===== src/rtl/nv_nvdla_sdp_mrdma_reqgen_p_if.sv =====
// MRDMA ingress request bus: DMA read request channel plus the matching context-queue channel.
interface nv_nvdla_sdp_mrdma_reqgen_p_if #(
    parameter int AW     = 64,
    parameter int SIZE_W = 15
);
    logic                   dma_rd_req_vld;
    logic                   dma_rd_req_rdy;
    logic [AW+SIZE_W-1:0]   dma_rd_req_pd;
    logic                   ig2cq_vld;
    logic                   ig2cq_rdy;
    logic [SIZE_W+1:0]      ig2cq_pd;

    modport master (
        output dma_rd_req_vld, dma_rd_req_pd, ig2cq_vld, ig2cq_pd,
        input  dma_rd_req_rdy, ig2cq_rdy
    );

    modport slave (
        input  dma_rd_req_vld, dma_rd_req_pd, ig2cq_vld, ig2cq_pd,
        output dma_rd_req_rdy, ig2cq_rdy
    );
endinterface


===== src/rtl/nv_nvdla_sdp_mrdma_reqgen_p.sv =====
// SDP MRDMA ingress request generator: walks surface x line x width in atoms, merges atoms
// into line-bounded bursts and issues each request with a context entry under credit control.
module nv_nvdla_sdp_mrdma_reqgen_p #(
    parameter int AW        = 64,
    parameter int AM_AW     = 5,
    parameter int CNT_W     = 13,
    parameter int MAX_BURST = 8,
    parameter int MAX_OUTST = 16,
    parameter int SIZE_W    = 15
) (
    input  logic                  nvdla_core_clk,
    input  logic                  nvdla_core_rst,
    input  logic                  reg2dp_op_en,
    input  logic [CNT_W-1:0]      reg2dp_width,
    input  logic [CNT_W-1:0]      reg2dp_height,
    input  logic [CNT_W-1:0]      reg2dp_surface,
    input  logic [AW-AM_AW-1:0]   reg2dp_src_base_addr,
    input  logic [AW-AM_AW-1:0]   reg2dp_line_stride,
    input  logic [AW-AM_AW-1:0]   reg2dp_surf_stride,
    input  logic                  reg2dp_perf_dma_en,
    nv_nvdla_sdp_mrdma_reqgen_p_if.master req_if,
    input  logic                  dma_rd_cdt_lat_fifo_pop,
    input  logic                  eg_done,
    output logic                  layer_busy,
    output logic                  op_load,
    output logic [31:0]           dp2reg_mrdma_stall
);
    localparam int AA   = AW - AM_AW;
    localparam int CR_W = $clog2(MAX_OUTST + 1);
    localparam logic [CNT_W:0]  MB   = (CNT_W+1)'(MAX_BURST);
    localparam logic [CR_W-1:0] MAXC = CR_W'(MAX_OUTST);

    typedef enum logic [1:0] {S_IDLE, S_GEN, S_WAIT} state_t;

    state_t             r_state, w_state_nxt;
    logic [CNT_W-1:0]   r_width, r_height, r_surface, r_h_cnt, r_s_cnt;
    logic [CNT_W:0]     r_w_pos;
    logic [AA-1:0]      r_line_stride, r_surf_stride;
    logic [AA-1:0]      r_req_addr, r_line_addr, r_surf_addr;
    logic [CR_W-1:0]    r_cred;
    logic [31:0]        r_stall;

    logic [CNT_W:0]     w_rem, w_burst;
    logic [SIZE_W-1:0]  w_size;
    logic               w_line_end, w_last_line, w_layer_end;
    logic               w_avail, w_req_vld, w_cq_vld, w_accept, w_pop;
    logic [AA-1:0]      w_line_nxt, w_surf_nxt;

    assign layer_busy = (r_state != S_IDLE);
    assign op_load    = reg2dp_op_en & ~layer_busy;
    assign w_pop      = dma_rd_cdt_lat_fifo_pop & (r_cred != '0);

    // Bursts are clipped to the remaining atoms of the current line.
    assign w_rem       = {1'b0, r_width} + (CNT_W+1)'(1) - r_w_pos;
    assign w_burst     = (w_rem > MB) ? MB : w_rem;
    assign w_size      = SIZE_W'(w_burst - (CNT_W+1)'(1));
    assign w_line_end  = (w_burst == w_rem);
    assign w_last_line = (r_h_cnt == r_height);
    assign w_layer_end = w_line_end & w_last_line & (r_s_cnt == r_surface);
    assign w_line_nxt  = r_line_addr + r_line_stride;
    assign w_surf_nxt  = r_surf_addr + r_surf_stride;

    always_ff @(posedge nvdla_core_clk) begin
        if (nvdla_core_rst) r_state <= S_IDLE;
        else                r_state <= w_state_nxt;
    end

    always_comb begin
        w_state_nxt = r_state;
        case (r_state)
            S_IDLE:  if (op_load) w_state_nxt = S_GEN;
            S_GEN:   if (w_accept && w_layer_end) w_state_nxt = S_WAIT;
            S_WAIT:  if (eg_done) w_state_nxt = S_IDLE;
            default: w_state_nxt = S_IDLE;
        endcase
    end

    // Each side's valid waits on the other's ready so both transfer in the same cycle.
    always_comb begin
        w_avail   = (r_state == S_GEN) && (r_cred < MAXC);
        w_req_vld = w_avail & req_if.ig2cq_rdy;
        w_cq_vld  = w_avail & req_if.dma_rd_req_rdy;
        w_accept  = w_avail & req_if.dma_rd_req_rdy & req_if.ig2cq_rdy;
    end

    assign req_if.dma_rd_req_vld = w_req_vld;
    assign req_if.dma_rd_req_pd  = {w_size, r_req_addr, {AM_AW{1'b0}}};
    assign req_if.ig2cq_vld      = w_cq_vld;
    assign req_if.ig2cq_pd       = {w_layer_end, w_line_end, w_size};
    assign dp2reg_mrdma_stall    = r_stall;

    always_ff @(posedge nvdla_core_clk) begin
        if (nvdla_core_rst) begin
            r_width       <= '0;
            r_height      <= '0;
            r_surface     <= '0;
            r_line_stride <= '0;
            r_surf_stride <= '0;
            r_w_pos       <= '0;
            r_h_cnt       <= '0;
            r_s_cnt       <= '0;
            r_req_addr    <= '0;
            r_line_addr   <= '0;
            r_surf_addr   <= '0;
            r_cred        <= '0;
            r_stall       <= '0;
        end else begin
            if (op_load) begin
                r_width       <= reg2dp_width;
                r_height      <= reg2dp_height;
                r_surface     <= reg2dp_surface;
                r_line_stride <= reg2dp_line_stride;
                r_surf_stride <= reg2dp_surf_stride;
                r_w_pos       <= '0;
                r_h_cnt       <= '0;
                r_s_cnt       <= '0;
                r_req_addr    <= reg2dp_src_base_addr;
                r_line_addr   <= reg2dp_src_base_addr;
                r_surf_addr   <= reg2dp_src_base_addr;
            end else if (w_accept) begin
                if (!w_line_end) begin
                    r_w_pos    <= r_w_pos + w_burst;
                    r_req_addr <= r_req_addr + AA'(w_burst);
                end else begin
                    r_w_pos <= '0;
                    if (w_last_line) begin
                        r_h_cnt     <= '0;
                        r_s_cnt     <= r_s_cnt + CNT_W'(1);
                        r_surf_addr <= w_surf_nxt;
                        r_line_addr <= w_surf_nxt;
                        r_req_addr  <= w_surf_nxt;
                    end else begin
                        r_h_cnt     <= r_h_cnt + CNT_W'(1);
                        r_line_addr <= w_line_nxt;
                        r_req_addr  <= w_line_nxt;
                    end
                end
            end

            case ({w_accept, w_pop})
                2'b10:   r_cred <= r_cred + CR_W'(1);
                2'b01:   r_cred <= r_cred - CR_W'(1);
                default: r_cred <= r_cred;
            endcase

            if (op_load)
                r_stall <= '0;
            else if ((r_state == S_GEN) && !w_accept && reg2dp_perf_dma_en && (r_stall != 32'hFFFF_FFFF))
                r_stall <= r_stall + 32'd1;
        end
    end

    a_eg_done_in_gen: assert property (@(posedge nvdla_core_clk) disable iff (nvdla_core_rst)
        !(eg_done && (r_state == S_GEN)));
    a_pop_at_zero: assert property (@(posedge nvdla_core_clk) disable iff (nvdla_core_rst)
        !(dma_rd_cdt_lat_fifo_pop && (r_cred == '0)));
endmodule

===== src/flat_wrapper.sv =====
// flat-port wrapper written by rule: the top's interface ports become plain ports
module nv_nvdla_sdp_mrdma_reqgen_p_flat 
#(
    parameter int AW        = 64,
    parameter int AM_AW     = 5,
    parameter int CNT_W     = 13,
    parameter int MAX_BURST = 8,
    parameter int MAX_OUTST = 16,
    parameter int SIZE_W    = 15
)
  (nvdla_core_clk, nvdla_core_rst, reg2dp_op_en, reg2dp_width, reg2dp_height, reg2dp_surface, reg2dp_src_base_addr, reg2dp_line_stride, reg2dp_surf_stride, reg2dp_perf_dma_en, dma_rd_cdt_lat_fifo_pop, eg_done, layer_busy, op_load, dp2reg_mrdma_stall, req_if_dma_rd_req_vld, req_if_dma_rd_req_pd, req_if_ig2cq_vld, req_if_ig2cq_pd, req_if_dma_rd_req_rdy, req_if_ig2cq_rdy);
  nv_nvdla_sdp_mrdma_reqgen_p_if #(.AW(AW), .SIZE_W(SIZE_W)) req_if_i ();
  input  logic nvdla_core_clk;
  input  logic nvdla_core_rst;
  input  logic reg2dp_op_en;
  input  logic [CNT_W-1:0] reg2dp_width;
  input  logic [CNT_W-1:0] reg2dp_height;
  input  logic [CNT_W-1:0] reg2dp_surface;
  input  logic [AW-AM_AW-1:0] reg2dp_src_base_addr;
  input  logic [AW-AM_AW-1:0] reg2dp_line_stride;
  input  logic [AW-AM_AW-1:0] reg2dp_surf_stride;
  input  logic reg2dp_perf_dma_en;
  input  logic dma_rd_cdt_lat_fifo_pop;
  input  logic eg_done;
  output logic layer_busy;
  output logic op_load;
  output logic [31:0] dp2reg_mrdma_stall;
  output wire logic [$bits(req_if_i.dma_rd_req_vld)-1:0] req_if_dma_rd_req_vld;
  output wire logic [$bits(req_if_i.dma_rd_req_pd)-1:0] req_if_dma_rd_req_pd;
  output wire logic [$bits(req_if_i.ig2cq_vld)-1:0] req_if_ig2cq_vld;
  output wire logic [$bits(req_if_i.ig2cq_pd)-1:0] req_if_ig2cq_pd;
  input wire logic [$bits(req_if_i.dma_rd_req_rdy)-1:0] req_if_dma_rd_req_rdy;
  input wire logic [$bits(req_if_i.ig2cq_rdy)-1:0] req_if_ig2cq_rdy;
  assign req_if_dma_rd_req_vld = req_if_i.dma_rd_req_vld;
  assign req_if_dma_rd_req_pd = req_if_i.dma_rd_req_pd;
  assign req_if_ig2cq_vld = req_if_i.ig2cq_vld;
  assign req_if_ig2cq_pd = req_if_i.ig2cq_pd;
  assign req_if_i.dma_rd_req_rdy = req_if_dma_rd_req_rdy;
  assign req_if_i.ig2cq_rdy = req_if_ig2cq_rdy;
  nv_nvdla_sdp_mrdma_reqgen_p #(.AW(AW), .AM_AW(AM_AW), .CNT_W(CNT_W), .MAX_BURST(MAX_BURST), .MAX_OUTST(MAX_OUTST), .SIZE_W(SIZE_W)) u_core (.nvdla_core_clk(nvdla_core_clk), .nvdla_core_rst(nvdla_core_rst), .reg2dp_op_en(reg2dp_op_en), .reg2dp_width(reg2dp_width), .reg2dp_height(reg2dp_height), .reg2dp_surface(reg2dp_surface), .reg2dp_src_base_addr(reg2dp_src_base_addr), .reg2dp_line_stride(reg2dp_line_stride), .reg2dp_surf_stride(reg2dp_surf_stride), .reg2dp_perf_dma_en(reg2dp_perf_dma_en), .req_if(req_if_i), .dma_rd_cdt_lat_fifo_pop(dma_rd_cdt_lat_fifo_pop), .eg_done(eg_done), .layer_busy(layer_busy), .op_load(op_load), .dp2reg_mrdma_stall(dp2reg_mrdma_stall));
endmodule

===== config.mk =====
export PLATFORM = sky130hd
export DESIGN_NAME = nv_nvdla_sdp_mrdma_reqgen_p_flat
export DESIGN_NICKNAME = d
export VERILOG_FILES = /design/src/rtl/nv_nvdla_sdp_mrdma_reqgen_p_if.sv /design/src/rtl/nv_nvdla_sdp_mrdma_reqgen_p.sv /design/src/flat_wrapper.sv
export SDC_FILE = /design/constraint.sdc
export NUM_CORES = 1
export LEC_CHECK = 0
export ABC_AREA = 1
export ABC_CLOCK_PERIOD_IN_PS = 6070
export CAP_MARGIN = 30
export CORE_AREA = 2 2 338 306
export DETAILED_ROUTE_END_ITERATION = 8
export DIE_AREA = 0 0 340 308
export SYNTH_ARGS = -nofsm -noshare
export SYNTH_HDL_FRONTEND = slang
export SYNTH_SLANG_ARGS = --single-unit

===== constraint.sdc =====
create_clock -name nvdla_core_clk -period 6.07 [get_ports nvdla_core_clk]
set_clock_uncertainty 0.2 [all_clocks]
set_input_delay 1.214 -clock nvdla_core_clk [delete_from_list [all_inputs] [get_ports nvdla_core_clk]]
set_output_delay 1.214 -clock nvdla_core_clk [all_outputs]
set_load 0.02 [all_outputs]

==> flow_metrics.tcl, run 1 <==
set metrics [dict create \
    required_ps 4660 \
    fmax_mhz 174 \
    worstSetupStartpointType "register" \
    relSlewSlack_pct 34.5 \
    die_h_um 308 \
    min_path_type "reg -> reg" \
    p_leak_uw 0.0153 \
    avgSynthCellArea_um2 6.18 \
    yosys-top-cells-area "dfxtp_1 (27%), nand2_1 (12%), nor2_1 (9.5%)" \
    syn2layout_area_growth_pct 22.5 \
    clock-root-buffer "clkbuf_16" \
    synth_seq_area_share_pct 27.4 \
    muxShareOfSynthArea_pct 0 \
    crit_buf_inv 3 \
    via_per_inst 5.39 \
    placed_cells 6483 \
    drt_iter0_markers 4243 \
    rsz0062_at_grt "false" \
    grt_max_degree 108 \
    yosysTopAreaCell "dfxtp_1" \
    overflow 0 \
    firstDrtPassIters 6 \
    final_layout_size_suffix_gt1_share_pct 4.06 \
    synthSimpleGateAreaFrac_pct 33.2 \
    crit_arrival_ps 4330 \
    numCtsBuffers 50 \
    fp.dieArea_um2 105000 \
    vdd_drop_max_uv 203 \
    cp.depth 16 \
    initial_core_util_pct 29.8 \
    cp-startpoint "u_core.r_w_pos[1]$_SDFFE_PP0P_" \
    nets 5587 \
    post-route-min-period_ps 5740 \
    outcome "finished, final reports clean" \
    drc 0 \
    clkLatencyLatePin_ps 660 \
    num_rows 111 \
    boundaryPins 356 \
    wl_per_cell_um 23.4 \
    cts_tree "done" \
    worstMarginPinSlew_ps 973 \
    synth_top_area_share_pct 27.4 \
    grt_pass1_wl_um 221000 \
    place_hpwl_um 124000 \
    clkSinkCount 413 \
    ys.flop_type "dfxtp_1" \
    path_delay_family "simple AND/OR/NAND/NOR gates" \
    synth-compound-area-share_pct 20.0 \
    synthArstFlopShare_pct 0 \
    tns_ps 0 \
    ys_ff_latch 413 \
    cp-end-kind "output pin" \
    io_buffers 350 \
    rr_endpoint "u_core.r_req_addr[52]$_SDFFE_PP0P_" \
    stdcell_count 6582 \
    crit_path_end "req_if_ig2cq_pd[11]" \
    cts.htree.levels 2 \
    r2r_slack_ps 590 \
    grt_use_total_pct 28.3 \
    gp_congestion 1.11 \
    cp_slowest_cell "clkdlybuf4s50_1" \
    cpMostUsedCell "nand2_1" \
    netlist_instances 4883 \
    synth_top_family_by_area "simple AND/OR/NAND/NOR gates" \
    antenna_found_initial 10 \
    synth_edf_count 0 \
    final_cell_mix "nand2_1 (976), nor2_1 (763), o21ai_0 (524)" \
    final_common_cell "nand2_1" \
    core_area_um2 101000 \
    synthesis.area_um2 30200 \
    slowest_delay_ps 660 \
    clkTransAtPathRegs_ps 60 \
    worstPathCellList "ha_1, inv_1, ha_1, fa_2, nand3_1, nand2_1, nand3_1, nand3_1, nand2_1, nand2_1, nor2_1, nand2_1, or3_1, buf_4, a21oi_1, clkdlybuf4s50_1" \
    cap_violations 0 \
    die_w_um 340 \
    grt_pass1_vias 32800 \
    wirelength_um 154000 \
    route.vias.total 35500 \
    power.density_nw_per_um2 244 \
    p_total_uw 9010 \
    fin_area_um2 37000 \
    hold_viol_final 0 \
    ys_warn_count 0 \
    yosysUniqueCellTypes 58 \
    dpl-instance-area_um2 35200 \
    synth-adder-area-share_pct 7.65 \
    post-route-period-util_pct 94.6 \
    rr_worst_depth 33 \
    slew_viol_final 0 \
    r2r_start "u_core.r_w_pos[1]$_SDFFE_PP0P_" \
    yosys.area_share.xor_xnor_pct 2.47 \
    timing_worst_setup_path_type "reg -> out" \
    cp_max_fo 12 \
    antenna_left 0 \
    cts_max_path_buffers 3 \
    setup_viol 0 \
]
==> final cells by class <==
cell class | count | area, um^2
Antenna cell | 5 | 12.5
Multi-Input combinational cell | 3785 | 19200
Sequential cell | 413 | 8270
Clock inverter | 22 | 322
Tap cell | 1356 | 1700
Clock buffer | 69 | 1400
Inverter | 524 | 1980
Fill cell | 11000 | 64300
Timing Repair Buffer | 408 | 4050
==> timing repair <==
item / CTS / global route
setup buffers: 0 / 3
resized for setup: 0 / 24
setup endpoints to repair: 0 / 32
hold buffers: 0 / 0
hold endpoints to repair: 0 / 0
==> worst register-to-register path: cells and delay by family (launching register included) <==
family | cells | cell delay [ps]
simple gates | 21 | 2240
fa+ha+maj | 4 | 1380
compound gates | 3 | 810
buf+inv | 5 | 480
flops | 1 | 350
==> Yosys cell counts (all sizes together) (39+ instances only) <==
cell type / instances
dfxtp: 413
nand3: 323
a31oi: 113
nor3: 109
inv: 519
xnor2: 39
nand4: 92
ha: 175
buf: 61
nor2: 773
o21ai: 535
a21oi: 371
xor2: 46
nand2: 987
clkbuf: 123
==> routing by layer <==
metal / vias to the layer above / track usage (%) / wire length (um)
met5: - / 1.48 / 250
met4: 8 / 12.2 / 7590
met3: 297 / 8.83 / 18100
met2: 1694 / 40.6 / 61200
met1: 16600 / 38.6 / 66900
li1: 16900 / - / -
==> cells by family after synthesis <==
family / Yosys count
simple gates: 2371
xor+xnor: 85
buf+inv: 708
fa+ha+maj: 181
compound gates: 1124
flops: 413
other cells: 1
==> registers in the layout, summed over array words and instances, names as in the netlist <==
register,cells
u_core.r_req_addr,59
u_core.r_line_addr,59
u_core.r_width,13
u_core.r_s_cnt,13
u_core.r_height,13
u_core.r_state,2
u_core.r_h_cnt,13
u_core.dp2reg_mrdma_stall,32
u_core.r_surface,13
u_core.r_cred,5
u_core.r_w_pos,14
u_core.r_surf_addr,59
u_core.r_line_stride,59
u_core.r_surf_stride,59
==> stage by stage <==
step / utilization, % / setup slack [ps] / hold WS [ps]
floorplan: - / 1010 / 233
global placement: 34.7 / 473 / 260
detailed placement: 34.7 / 432 / 258
CTS: 36.4 / 13.8 / 266
global route: 36.5 / 9.67 / 283
finish: 36.5 / 327 / 271
==> worst min path at each step <==
stage,start,end,slack [ps],cells past startpoint
after floorplan,u_core.r_width[1]$_SDFFE_PP0P_,u_core.r_width[1]$_SDFFE_PP0P_,230,2
after global placement,u_core.r_surf_addr[17]$_SDFFE_PP0P_,u_core.r_surf_addr[17]$_SDFFE_PP0P_,260,2
after detailed placement,u_core.r_width[1]$_SDFFE_PP0P_,u_core.r_width[1]$_SDFFE_PP0P_,260,2
after CTS,u_core.r_width[1]$_SDFFE_PP0P_,u_core.r_width[1]$_SDFFE_PP0P_,270,2
after global routing,u_core.r_width[1]$_SDFFE_PP0P_,u_core.r_width[1]$_SDFFE_PP0P_,280,2
final,u_core.r_width[1]$_SDFFE_PP0P_,u_core.r_width[1]$_SDFFE_PP0P_,270,2
==> power breakdown <==
group          switching (uW)  total (uW)  internal (uW)
Sequential                255        3180           2930
Combinational            1700        2560            864
Clock                    1380        3260           1880
(Power assumes the default switching activity.)
==> run 2: changes to the inputs <==
SETUP_SLACK_MARGIN = 0.1   (was default)
==> run 2 against run 1 <==
Sequential share of layout area hardly changed. Sequential power hardly changed. Critical path type unchanged. Non-clock buffer count unchanged. Critical path depth rose by 2. First-iteration DRC count down 0.94%. Hold slack got worse by 2.4 ps. Combinational power hardly changed. Core utilization about the same. Final cell count unchanged.
==> flow_metrics.tcl, run 2 (synthesized netlist as in run 1, its figures left out) <==
set metrics [dict create \
    cp_max_fo 14 \
    wl_per_cell_um 23.4 \
    io_buffers 350 \
    numCtsBuffers 50 \
    clkSinkCount 413 \
    min_path_type "reg -> reg" \
    grt_use_total_pct 28.3 \
    cp-end-kind "output pin" \
    cp-startpoint "u_core.r_w_pos[1]$_SDFFE_PP0P_" \
    cts_tree "done" \
    relSlewSlack_pct 30.9 \
    grt_max_degree 108 \
    antenna_found_initial 9 \
    final_cell_mix "nand2_1 (976), nor2_1 (763), o21ai_0 (524)" \
    drt_iter0_markers 4203 \
    route.vias.total 35500 \
    final_layout_size_suffix_gt1_share_pct 4.10 \
    crit_arrival_ps 4280 \
    wirelength_um 154000 \
    internal_power_uw 5670 \
    drc 0 \
    final_common_cell "nand2_1" \
    hold_start "u_core.r_width[1]$_SDFFE_PP0P_" \
    timing_worst_setup_path_type "reg -> out" \
    die_w_um 340 \
    outcome "finished, final reports clean" \
    r2r_start "u_core.r_w_pos[1]$_SDFFE_PP0P_" \
    hold_viol_final 0 \
    worstMarginPinSlew_ps 1030 \
    gp_congestion 1.11 \
    core_area_um2 101000 \
    overflow 0 \
    slew_viol_final 0 \
    cts.htree.levels 2 \
    boundaryPins 356 \
    place_hpwl_um 124000 \
    post-route-period-util_pct 93.7 \
    clkTransAtPathRegs_ps 60 \
    syn2layout_area_growth_pct 22.5 \
    antenna_left 0 \
    required_ps 4660 \
    tns_ps 0 \
    grt_pass1_wl_um 221000 \
    cap_violations 0 \
    clkPwrFrac_pct 36.2 \
    fp.dieArea_um2 105000 \
    p_switching_uw 3330 \
    die_h_um 308 \
    setup_viol 0 \
    power_frac_seq_pct 35.3 \
    worstSetupStartpointType "register" \
    initial_core_util_pct 29.8 \
    p_leak_uw 0.0153 \
    via_per_inst 5.39 \
    ctsHoldBuffers 0 \
    clkLatencyLatePin_ps 670 \
    nets 5587 \
    power.density_nw_per_um2 244 \
    clock-root-buffer "clkbuf_16" \
    rsz0062_at_grt "true" \
    firstDrtPassIters 6 \
    sw_frac_of_total_pct 37.0 \
    num_rows 111 \
    fin_area_um2 37000 \
    post-route-min-period_ps 5690 \
    dpl-instance-area_um2 35200 \
    vdd_drop_max_uv 203 \
    p_comb_share_pct 28.5 \
    fmax_mhz 176 \
    cts_max_path_buffers 3 \
    grt_pass1_vias 32800 \
]
[run 2: cell count changes in the layout (fill, tap and decap cells not counted)]
cell             change
dlymetal6s2s_1       -1
dlygate4sd2_1        +6
clkdlybuf4s50_1      -5
a21oi_2              +2
a21oi_1              -2
[run 2: critical path, cell delays in order (launching register included)]
cell and delay (ps):
dfxtp_1 350, ha_1 290, inv_1 40, ha_1 250, fa_2 400, nand3_1 120
nand2_1 120, nand3_1 120, nand4_1 80, nand2_1 80, nor2_1 50, nand2_1 140
nor2_4 60, inv_2 70, buf_4 270, nor2_1 110, buf_4 180, nor4_2 240
clkdlybuf4s50_1 650
[run 2: final timing paths]
check                                                           to  slack, ps  cells past startpoint
worst min register to register      u_core.r_width[1]$_SDFFE_PP0P_        270                      2
worst max register to register  u_core.r_req_addr[52]$_SDFFE_PP0P_        650                     33
worst max-delay path                           req_if_ig2cq_pd[13]        380                     18
worst min-delay path                u_core.r_width[1]$_SDFFE_PP0P_        270                      2
[run 2: layout make-up]
type / instances / area (um^2)
multi-input combinational: 3785 / 19300
timing repair buffer: 408 / 4040
clock inverter: 22 / 322
clock buffer: 69 / 1400
inverter: 524 / 1980
sequential: 413 / 8270
tap: 1356 / 1700
antenna: 5 / 12.5
fill: 11000 / 64300
[run 2: timing repair]
| action | CTS | global route |
|---|---|---|
| gates resized for setup | 8 | 23 |
| buffers inserted | 0 | 3 |
| gates cloned | 0 | 0 |
| pin swaps | 0 | 1 |
| setup endpoints to repair | 17 | 34 |
[run 2: layer usage]
metal	global-route usage (%)	vias to the layer above	wire [um]
li1	-	16900	-
met1	38.6	16600	67200
met2	40.6	1722	61200
met3	8.83	308	17800
met4	12.1	8	7610
met5	1.48	-	248
[run 2: power groups by stage]
stage	clock network (uW)	logic (uW)	registers [uW]
floorplan	0	1440	3150
global route	3410	2780	3190
CTS	3310	2490	3170
detailed placement	0	2470	3220
finish	3260	2560	3180
global placement	0	2460	3220
[run 2: through the flow]
step           instances  hold slack, ps  setup slack, ps  power (uW)  util, %
3_3_place_gp        6482             260              473        5680     34.7
4_1_cts             6574             266              145        8960     36.4
6_report            6582             269              380        9010     36.5
2_1_floorplan       4906             233             1010        4590        -
5_1_grt             6580             283             55.4        9380     36.5
3_5_place_dp        6483             258              432        5690     34.7
